==> src/rtl/mul_sequencer_if.sv <==
// mul_sequencer_if: bundles the multiply request and result signals exchanged
// between the core's decode/writeback logic and mul_sequencer.
//   start      core -> seq  multiply instruction present (held while stalled)
//   a, b       core -> seq  multiplicand / multiplier
//   signed_op  core -> seq  signed multiply request
//   stall      seq -> core  hold PC, suppress register/memory/flag writes
//   done       seq -> core  one-cycle pulse, result valid this cycle
//   result_lo  seq -> core  product bits [WIDTH-1:0]
//   result_hi  seq -> core  product bits [2*WIDTH-1:WIDTH]
//   flags      seq -> core  {N,Z,C,V}
// master = core side, slave = sequencer side.
interface mul_sequencer_if #(
  parameter int unsigned WIDTH = 32
);
  logic             start;
  logic [WIDTH-1:0] a;
  logic [WIDTH-1:0] b;
  logic             signed_op;
  logic             stall;
  logic             done;
  logic [WIDTH-1:0] result_lo;
  logic [WIDTH-1:0] result_hi;
  logic [3:0]       flags;

  modport master (
    output start, a, b, signed_op,
    input  stall, done, result_lo, result_hi, flags
  );

  modport slave (
    input  start, a, b, signed_op,
    output stall, done, result_lo, result_hi, flags
  );
endinterface

==> src/rtl/mul_sequencer.sv <==
// mul_sequencer: multi-cycle shift-add multiply controller for the
// single-cycle ARM core. Consumes STEP multiplier bits per RUN cycle,
// N = WIDTH/STEP RUN cycles, and stalls the core until the 2*WIDTH product
// is ready. Timeline: IDLE+start (cycle 0), RUN (1..N), DONE (N+1).
//
// Ports:
//   clk    rising-edge clock
//   reset  asynchronous, active-high reset
//   bus    mul_sequencer_if.slave (start, a, b, signed_op -> stall, done,
//          result_lo, result_hi, flags)
//
// Parameters: WIDTH operand width; STEP bits per cycle (1, 2 or 4, must
// divide WIDTH).
//
// Optional feature: define MUL_SEQUENCER_SIGNED_EN to honour signed_op
// (magnitudes are multiplied and the product negated when the operand signs
// differ). Without it signed_op is ignored and every multiply is unsigned.
module mul_sequencer #(
  parameter int unsigned WIDTH = 32,
  parameter int unsigned STEP  = 1
) (
  input  logic           clk,
  input  logic           reset,
  mul_sequencer_if.slave bus
);

  localparam int unsigned N     = WIDTH / STEP;
  localparam int unsigned PW    = 2 * WIDTH;
  localparam int unsigned CNT_W = (N > 1) ? $clog2(N) : 1;
  localparam logic [CNT_W-1:0] LAST = CNT_W'(N - 1);

  typedef enum logic [1:0] {
    IDLE,
    RUN,
    DONE
  } state_t;

  state_t           state_q,  state_d;
  logic [CNT_W-1:0] count_q,  count_d;
  logic [PW-1:0]    acc_q,    acc_d;
  logic [PW-1:0]    mcand_q,  mcand_d;
  logic [WIDTH-1:0] mplier_q, mplier_d;
  logic             sign_q,   sign_d;
  logic [WIDTH-1:0] lo_q,     lo_d;
  logic [WIDTH-1:0] hi_q,     hi_d;
  logic [3:0]       flags_q,  flags_d;
  logic             done_q,   done_d;

  logic [PW-1:0]    pp;
  logic [PW-1:0]    sum;
  logic [PW-1:0]    prod;
  logic [WIDTH-1:0] op_a;
  logic [WIDTH-1:0] op_b;
  logic             op_sign;

`ifndef MUL_SEQUENCER_SIGNED_EN
  logic             unused_signed_op;
`endif

  // Operand conditioning at acceptance time.
  always_comb begin
    op_a    = bus.a;
    op_b    = bus.b;
    op_sign = 1'b0;
`ifdef MUL_SEQUENCER_SIGNED_EN
    if (bus.signed_op) begin
      op_a    = bus.a[WIDTH-1] ? -bus.a : bus.a;
      op_b    = bus.b[WIDTH-1] ? -bus.b : bus.b;
      op_sign = bus.a[WIDTH-1] ^ bus.b[WIDTH-1];
    end
`else
    unused_signed_op = bus.signed_op;
`endif
  end

  always_comb begin
    state_d  = state_q;
    count_d  = count_q;
    acc_d    = acc_q;
    mcand_d  = mcand_q;
    mplier_d = mplier_q;
    sign_d   = sign_q;
    lo_d     = lo_q;
    hi_d     = hi_q;
    flags_d  = flags_q;
    done_d   = 1'b0;

    // The multiplicand register is pre-shifted by STEP every RUN cycle, so it
    // always equals a << (count*STEP); no variable shifter is needed.
    pp = '0;
    for (int unsigned j = 0; j < STEP; j++) begin
      if (mplier_q[j]) begin
        pp = pp + (mcand_q << j);
      end
    end
    sum  = acc_q + pp;
    prod = sign_q ? -sum : sum;

    case (state_q)
      IDLE: begin
        if (bus.start) begin
          mcand_d  = PW'(op_a);
          mplier_d = op_b;
          sign_d   = op_sign;
          acc_d    = '0;
          count_d  = '0;
          state_d  = RUN;
        end
      end
      RUN: begin
        acc_d    = sum;
        mcand_d  = mcand_q << STEP;
        mplier_d = mplier_q >> STEP;
        count_d  = count_q + CNT_W'(1);
        if (count_q == LAST) begin
          // Final partial product is folded in here, so the registered
          // result includes this cycle's contribution.
          state_d = DONE;
          lo_d    = prod[WIDTH-1:0];
          hi_d    = prod[PW-1:WIDTH];
          flags_d = {prod[PW-1], (prod == '0), 2'b00};
          done_d  = 1'b1;
        end
      end
      DONE: begin
        // start is still high for the same instruction; ignore it.
        state_d = IDLE;
      end
      default: begin
        state_d = IDLE;
      end
    endcase
  end

  always_ff @(posedge clk or posedge reset) begin
    if (reset) begin
      state_q  <= IDLE;
      count_q  <= '0;
      acc_q    <= '0;
      mcand_q  <= '0;
      mplier_q <= '0;
      sign_q   <= 1'b0;
      lo_q     <= '0;
      hi_q     <= '0;
      flags_q  <= '0;
      done_q   <= 1'b0;
    end else begin
      state_q  <= state_d;
      count_q  <= count_d;
      acc_q    <= acc_d;
      mcand_q  <= mcand_d;
      mplier_q <= mplier_d;
      sign_q   <= sign_d;
      lo_q     <= lo_d;
      hi_q     <= hi_d;
      flags_q  <= flags_d;
      done_q   <= done_d;
    end
  end

  // stall is combinational so the core freezes in the accepting cycle; it is
  // forced low while reset is asserted so an abort releases the core at once.
  always_comb begin
    bus.stall     = !reset && (((state_q == IDLE) && bus.start) || (state_q == RUN));
    bus.done      = done_q;
    bus.result_lo = lo_q;
    bus.result_hi = hi_q;
    bus.flags     = flags_q;
  end

endmodule

==> src/flat_wrapper.sv <==
// flat-port wrapper written by rule: the top's interface ports become plain ports
module mul_sequencer_flat 
#(
  parameter int unsigned WIDTH = 32,
  parameter int unsigned STEP  = 1
)
  (clk, reset, bus_start, bus_a, bus_b, bus_signed_op, bus_stall, bus_done, bus_result_lo, bus_result_hi, bus_flags);
  mul_sequencer_if #(.WIDTH(WIDTH)) bus_i ();
  input  logic clk;
  input  logic reset;
  input wire logic [$bits(bus_i.start)-1:0] bus_start;
  input wire logic [$bits(bus_i.a)-1:0] bus_a;
  input wire logic [$bits(bus_i.b)-1:0] bus_b;
  input wire logic [$bits(bus_i.signed_op)-1:0] bus_signed_op;
  output wire logic [$bits(bus_i.stall)-1:0] bus_stall;
  output wire logic [$bits(bus_i.done)-1:0] bus_done;
  output wire logic [$bits(bus_i.result_lo)-1:0] bus_result_lo;
  output wire logic [$bits(bus_i.result_hi)-1:0] bus_result_hi;
  output wire logic [$bits(bus_i.flags)-1:0] bus_flags;
  assign bus_i.start = bus_start;
  assign bus_i.a = bus_a;
  assign bus_i.b = bus_b;
  assign bus_i.signed_op = bus_signed_op;
  assign bus_stall = bus_i.stall;
  assign bus_done = bus_i.done;
  assign bus_result_lo = bus_i.result_lo;
  assign bus_result_hi = bus_i.result_hi;
  assign bus_flags = bus_i.flags;
  mul_sequencer #(.WIDTH(WIDTH), .STEP(STEP)) u_core (.clk(clk), .reset(reset), .bus(bus_i));
endmodule
==> config.mk <==
export PLATFORM = sky130hd
export DESIGN_NAME = mul_sequencer_flat
export DESIGN_NICKNAME = d
export VERILOG_FILES = /design/src/rtl/mul_sequencer_if.sv /design/src/rtl/mul_sequencer.sv /design/src/flat_wrapper.sv
export SDC_FILE = /design/constraint.sdc
export NUM_CORES = 1
export LEC_CHECK = 0
export ABC_AREA = 1
export CAP_MARGIN = 20
export CORE_MARGIN = 2
export CORE_UTILIZATION = 64
export CTS_CLUSTER_SIZE = 20
export DETAILED_ROUTE_END_ITERATION = 16
export PLACE_DENSITY = 0.87
export SLEW_MARGIN = 40
export SYNTH_ARGS = -nofsm -noshare
export SYNTH_HDL_FRONTEND = slang
export SYNTH_SLANG_ARGS = --single-unit
==> constraint.sdc <==
create_clock -name clk -period 17.9 [get_ports clk]
set_input_delay 4.475 -clock clk [delete_from_list [all_inputs] [get_ports clk]]
set_output_delay 4.475 -clock clk [all_outputs]
set_load 0.01 [all_outputs]
==> results of run 1 <==
[cell type report]
cell class	instances	area, um2
clock buffer	34	689.4
clock inverter	12	156.4
fill	1688	5675
inverter	485	1832
multi-input combinational	1533	7532
sequential	233	5832
tap	319	399.1
timing repair buffer	141	1426
[how the worst min path moves through the flow]
stage | start | end | slack [ps] | depth (start not counted)
after floorplan | u_core.mcand_q[63]$_DFFE_PP0P_ | u_core.mcand_q[63]$_DFFE_PP0P_ | 450 | 2
after global placement | u_core.bus.result_hi[12]$_DFFE_PP0P_ | u_core.bus.result_hi[12]$_DFFE_PP0P_ | 470 | 2
after detailed placement | u_core.bus.flags[2]$_DFFE_PP0P_ | u_core.bus.flags[2]$_DFFE_PP0P_ | 470 | 2
after CTS | u_core.bus.flags[2]$_DFFE_PP0P_ | u_core.bus.flags[2]$_DFFE_PP0P_ | 480 | 2
after global routing | u_core.acc_q[25]$_DFFE_PP0P_ | u_core.acc_q[25]$_DFFE_PP0P_ | 510 | 2
final | u_core.bus.flags[2]$_DFFE_PP0P_ | u_core.bus.flags[2]$_DFFE_PP0P_ | 480 | 2
[power breakdown]
| part | internal, mW | switching [mW] | total [mW] |
|---|---|---|---|
| registers | 0.759 | 0.161 | 0.920 |
| logic | 0.773 | 1.77 | 2.55 |
| clock network | 0.315 | 0.230 | 0.545 |
| total | 1.85 | 2.16 | 4.01 |
[per-layer routing]
metal  vias up  share of wire [%]  track usage (%)
met4         2                3.2            12.48
met2      1054                 45            65.14
met1      7435                 40            56.15
li1       7380                  -                -
met5         -              0.021                0
met3       147                 12            7.945
[stage by stage]
step                      hold slack, ps  utilization [%]  cell area, um2
after global placement             465.1            72.17           16990
after floorplan                    453.4                -           15440
after CTS                          482.1            75.86           17860
after global routing               508.7            75.89           17870
final                              481.2            75.89           17870
after detailed placement           465.4            72.27           17010
[state kept, by name, summed over array words and instances, names as in the netlist]
| name | cells |
|---|---|
| u_core.mcand_q | 64 |
| u_core.mplier_q | 32 |
| u_core.bus.done | 1 |
| u_core.state_q | 2 |
| u_core.bus.result_hi | 31 |
| u_core.count_q | 5 |
| u_core.bus.result_lo | 32 |
| u_core.bus.flags | 2 |
| u_core.acc_q | 64 |
[kinds of logic (layout without fill, tap and decap cells)]
kind of cell               count (synthesis)  in the layout  share of synthesized area [%]
other                                      1              2                        0.02430
adders and majority gates                 66             66                          5.399
AOI/OAI and AO/OA                        371            371                          13.19
DFF                                      233            233                          37.78
xor gates and xnor gates                  18             18                          1.021
and+or+nand+nor                         1076           1076                          29.08
buffers and inverters                    550            672                          13.51
[worst register-to-register path, delay by kind of cell (launching register included)]
family / cells / cell delay [ps]
simple gates: 15 / 2260
buf+inv: 2 / 430
xor+xnor: 1 / 280
flops: 1 / 390
fa+ha+maj: 2 / 670
[cell usage in the layout (no fill, tap or decap), drive strengths merged]
cell type and n:
a21o 1, a21boi 1, o21bai 11, xor2 7
buf 7, xnor2 11, nor3 18, nor4 1
dfrtp 233, inv 485, nand2 786, fa 1
nand3b 10, clkinvlp 1, nand3 80, and2 1
a22o 3, clkbuf 34, clkdlybuf4s50 134, nand4 26
a21oi 113, or2 2, clkinv 8, nor2 152
conb 2, ha 65, o22ai 94, bufinv 3
o21ai 147, o211ai 1
==> impl_metrics.py, run 1 <==
metrics = {
    "synthesis": {
        "synth_top_area_share_pct": 37.78,
        "synth.cells.most_frequent": "nand2_1 (760), inv_1 (482), dfrtp_1 (233), o21ai_0 (147), nor2_1 (131)",
        "synth_edf_count": 0,
        "yosys-top-cells-area": "dfrtp_1 (38%), nand2_1 (18%), inv_1 (12%)",
        "synth.most_common_cell": "nand2_1",
        "synth_ff_type": "dfrtp_1",
        "synth_cells": 2315,
        "yosys_register_bits": 233,
        "post-synth-top-area-cell": "dfrtp_1",
        "synth_seq_area_share_pct": 37.78,
        "avgSynthCellArea_um2": 6.667,
        "synth_area_mm2": 0.01543,
        "ys_warn_count": 0,
        "synth_cell_types": 37,
        "synthArstFlopShare_pct": 100.0,
    },
    "cts": {
        "cts_setup_buffers": 0,
        "post_cts_resized": 0,
        "hold_buffers": 0,
        "clk_latency_ps": 560,
        "cts-buffers-inserted": 25,
        "clkSinkCount": 233,
        "cts_root_buffer": "clkbuf_16",
        "cts.path.max_buffers": 3,
        "h-tree-depth": 1,
        "cts_tree": "done",
        "clkSlewWorstSetupHoldPaths_ps": 60,
    },
    "setup_path": {
        "path_delay_family": "buffers and inverters",
        "r2r_cells": 20,
        "worst-setup-path-type": "input port to output port",
        "cp-end-kind": "output port",
        "max_stage_delay_ps": 550,
        "crit_chain": "clkdlybuf4s50_1, nand2_1, nor2_1, nor2_4, nor2_1, clkdlybuf4s50_1",
        "cpMaxStageDelayCell": "clkdlybuf4s50_1",
        "rr_endpoint": "u_core.bus.flags[2]$_DFFE_PP0P_",
        "r2r_slack_ps": 13820,
        "startpoint": "bus_start",
        "crit_arrival_ps": 6220,
        "required_ps": 13430,
        "crit_end": "bus_stall",
        "start_kind": "input port",
        "crit_fanout": 4,
        "critical_path_buf_inv_count": 2,
        "path_depth": 6,
        "r2r-start": "u_core.mplier_q[0]$_DFFE_PP0P_",
    },
    "global_routing": {
        "grt_first_pass_wirelength_um": 81850,
        "grt_antenna_before_repair": 1,
        "first_global_vias": 15361,
        "grt_overflow": 0,
        "grt_usage_pct": 40.61,
        "grt_max_degree": 135,
    },
    "cells_and_area": {
        "n_antenna_cell": 0,
        "layout.nets": 2553,
        "fin_cells": 2757,
        "drive_above_1_share_pct": 4.881,
        "area_growth_pct": 15.77,
    },
    "sta": {
        "finalSetupViolCount": 0,
        "fmax_ghz": 0.09352,
        "relSlewSlack_pct": 45.30,
        "finalWorstSetupSlack_ps": 7207,
        "finalHoldViolations": 0,
        "timing.setup.tns_ps": 0,
        "rsz0062_at_grt": "false",
        "worst_clock_skew_ps": 18.39,
        "layout_min_cycle_time_ps": 10690,
        "worstMarginPinSlew_ps": 820.6,
        "drv_slew": 0,
        "final_min_period_over_clock_period_pct": 59.74,
    },
    "floorplanning": {
        "die_y_um": 159.3,
        "floorplan.initialDensity_pct": 65.56,
        "rows": 56,
        "core_region_area_mm2": 0.02354,
        "die_w_um": 159.3,
        "ios": 138,
        "die-area_mm2": 0.02537,
    },
    "detailed_routing": {
        "firstDrtPassIters": 8,
        "avgRoutedWirePerCell_um": 18.77,
        "post-route-drc-count": 0,
        "drtIter0Drc": 1880,
        "ant_nets": 0,
        "via_per_inst": 5.810,
        "drt-total-wl_um": 51740,
        "via_count": 16018,
    },
    "place": {
        "port-buffer-count": 134,
        "placed_cells": 2711,
        "routabilityCongestion": 1.029,
        "hpwl_um": 37250,
        "dp_slack_ps": 7261,
    },
    "power_and_ir_drop": {
        "p_per_area_mw_per_mm2": 224.6,
        "leakage_nw": 9.873,
        "power.total_mw": 4.012,
        "peakVddDrop_v": 0.0002050,
    },
    "job": {
        "maxCapViolations": 0,
    },
    "hold_path": {
        "hold_path.class": "flop to flop",
    },
    "run_status": {
        "status": "finished clean",
    },
}
No activity file was read; power rests on OpenSTA's default activity.
==> run 2, diff against run 1 <==
--- a/config.mk
+++ b/config.mk
@@ -8,10 +8,10 @@
 export ABC_AREA = 1
 export CAP_MARGIN = 20
 export CORE_MARGIN = 2
-export CORE_UTILIZATION = 64
+export CORE_UTILIZATION = 53
 export CTS_CLUSTER_SIZE = 20
 export DETAILED_ROUTE_END_ITERATION = 16
-export PLACE_DENSITY = 0.87
+export PLACE_DENSITY = 0.77
 export SLEW_MARGIN = 40
 export SYNTH_ARGS = -nofsm -noshare
 export SYNTH_HDL_FRONTEND = slang
==> constraint.sdc (replaced) <==
create_clock -name clk -period 9 [get_ports clk]
set_input_delay 2.25 -clock clk [delete_from_list [all_inputs] [get_ports clk]]
set_output_delay 2.25 -clock clk [all_outputs]
set_load 0.01 [all_outputs]
==> run 2 against run 1 <==
  * Non-clock buffer count increased by 2
  * Sequential cell count did not move
  * Worst hold slack worse by 1.8 ps
  * Register-to-register slack got worse by 8800 ps
  * Cell area up 0.46%
  * Sequential share of layout area down 0.15 points
  * Total power is 93% higher
  * Utilization is 13 points lower
  * Largest cell class unchanged
  * Count of clock-buffer cells in the layout rose by 2
==> impl_metrics.py, run 2 (synthesis results as in run 1) <==
metrics = {
    "run_status": {
        "status": "finished clean",
    },
    "power_and_ir_drop": {
        "peakVddDrop_v": 0.0002587,
        "pwr-share-clk_pct": 13.4,
        "power.share.combinational_pct": 63.4,
        "p_seq_share_pct": 23.2,
        "p_per_area_mw_per_mm2": 431.3,
        "netSwitchingPower_mw": 4.099,
        "p_int_mw": 3.644,
        "leakage_nw": 9.876,
        "switching_share_pct": 52.94,
    },
    "detailed_routing": {
        "avgRoutedWirePerCell_um": 16.95,
        "drtIter0Drc": 1262,
        "via_per_inst": 5.326,
        "drt-total-wl_um": 47810,
        "firstDrtPassIters": 6,
        "via_count": 15026,
        "ant_nets": 0,
        "post-route-drc-count": 0,
    },
    "setup_path": {
        "crit_arrival_ps": 3900,
        "crit_chain": "clkdlybuf4s50_1, nand2_1, nor2_1, nor2_4, nor2_1, clkdlybuf4s50_1",
        "path_delay_family": "buffers and inverters",
        "startpoint": "bus_start",
        "start_kind": "input port",
        "r2r-start": "u_core.mplier_q[0]$_DFFE_PP0P_",
        "cp-end-kind": "output port",
        "worst-setup-path-type": "input port to output port",
        "max_stage_delay_ps": 550,
        "r2r_slack_ps": 4980,
        "critical_path_buf_inv_count": 2,
        "required_ps": 6750,
        "crit_fanout": 4,
        "cpMaxStageDelayCell": "clkdlybuf4s50_1",
    },
    "cts": {
        "clk_latency_ps": 560,
        "post_cts_resized": 0,
        "clkSinkCount": 233,
        "h-tree-depth": 1,
        "cts-buffers-inserted": 25,
        "cts_root_buffer": "clkbuf_16",
        "cts_setup_buffers": 0,
        "cts.path.max_buffers": 3,
        "hold_buffers": 0,
        "clkSlewWorstSetupHoldPaths_ps": 60,
        "cts_tree": "done",
    },
    "cells_and_area": {
        "top_regs": "u_core.acc_q (64), u_core.mcand_q (64)",
        "area_growth_pct": 16.30,
        "mostFrequentLayoutCell": "nand2_1",
        "multiInputGateArea_mm2": 0.007532,
        "layout.nets": 2555,
        "regArea_mm2": 0.005832,
        "final_cell_mix": "nand2_1 (760), inv_1 (479), dfrtp_1 (232)",
        "drive_above_1_share_pct": 4.924,
        "n_antenna_cell": 0,
        "fillers": 2687,
        "final_core_util_pct": 62.54,
    },
    "hold_path": {
        "min_from": "u_core.bus.result_hi[16]$_DFFE_PP0P_",
        "hold_path.class": "flop to flop",
    },
    "sta": {
        "finalHoldViolations": 0,
        "timing.setup.tns_ps": 0,
        "relSlewSlack_pct": 46.77,
        "worstMarginPinSlew_ps": 798.5,
        "rsz0062_at_grt": "false",
        "finalSetupViolCount": 0,
        "final_min_period_over_clock_period_pct": 68.37,
        "layout_min_cycle_time_ps": 6153,
        "drv_slew": 0,
        "fmax_ghz": 0.1625,
        "worst_clock_skew_ps": 12.80,
    },
    "global_routing": {
        "grt_max_degree": 130,
        "grt_antenna_before_repair": 0,
        "first_global_vias": 14336,
        "grt_usage_pct": 31.59,
        "grt_overflow": 0,
        "grt_first_pass_wirelength_um": 76240,
    },
    "job": {
        "maxCapViolations": 0,
    },
    "floorplanning": {
        "die_w_um": 174.6,
        "die-area_mm2": 0.03050,
        "rows": 62,
        "ios": 138,
        "die_y_um": 174.6,
        "floorplan.initialDensity_pct": 53.77,
        "core_region_area_mm2": 0.02870,
    },
    "place": {
        "port-buffer-count": 134,
        "hpwl_um": 37720,
        "routabilityCongestion": 0.9697,
    },
}
-- run 2: layout make-up --
type                    instances  share of cell area [%]
multi-input cells            1533                   41.96
flip-flops and latches        233                   32.49
inverters                     485                   10.20
repair buffers                143                   8.086
clock buffers                  36                   4.106
well taps                     384                   2.677
clock inverters                 7                  0.4740
-- run 2: per-stage QoR --
step / cells / power, mW / hold slack [ps] / area, um2 / setup WS [ps]
4_1_cts: 2821 / 7.675 / 485.7 / 17940 / 2841
5_1_grt: 2821 / 8.421 / 508.2 / 17950 / 2781
3_5_place_dp: 2778 / 6.605 / 469.0 / 17120 / 2877
3_3_place_gp: 2776 / 6.465 / 465.5 / 17070 / 2961
6_report: 2821 / 7.742 / 479.4 / 17950 / 2847
2_1_floorplan: 2316 / 5.043 / 453.4 / 15440 / 360.4
-- run 2: worst paths after layout --
kind | endpoint | depth (start not counted)
min in group asynchronous | u_core.bus.result_lo[1]$_DFFE_PP0P_ | 2
min | u_core.bus.result_hi[16]$_DFFE_PP0P_ | 2
min reg2reg | u_core.bus.result_hi[16]$_DFFE_PP0P_ | 2
max | bus_stall | 6
max reg2reg | u_core.bus.flags[2]$_DFFE_PP0P_ | 20
max in group asynchronous | u_core.mcand_q[54]$_DFFE_PP0P_ | 3
-- run 2: power groups by stage --
stage	combinational, mW	clock [mW]	sequential [mW]
after detailed placement	4.81	0	1.79
after floorplan	3.30	0	1.75
after global routing	5.49	1.10	1.84
after global placement	4.69	0	1.78
after CTS	4.83	1.06	1.78
final	4.91	1.04	1.79
-- run 2: worst reg2reg max path: stages (launching register included) --
cell and delay [ps]:
dfrtp_2 390, buf_4 340, nand2_1 190, inv_1 50, ha_1 200, fa_1 420, nand3_2 160, nand3_1 270
nand2_1 150, nand2_2 120, nand2_1 90, nand2_1 130, xnor2_1 260, nand3_1 120, nor2_1 170, nand3_1 90
nor2_1 240, nand2_1 150, nor2_1 260, nand2_1 100, nand2_1 60
-- run 2: metal layers --
metal	vias to the layer above	GRT usage [%]	wire length, um
met1	7015	47.33	22490
met2	555	48.70	20560
met4	0	6.944	1183
met3	76	4.460	3579
li1	7380	-	-
met5	-	0	0
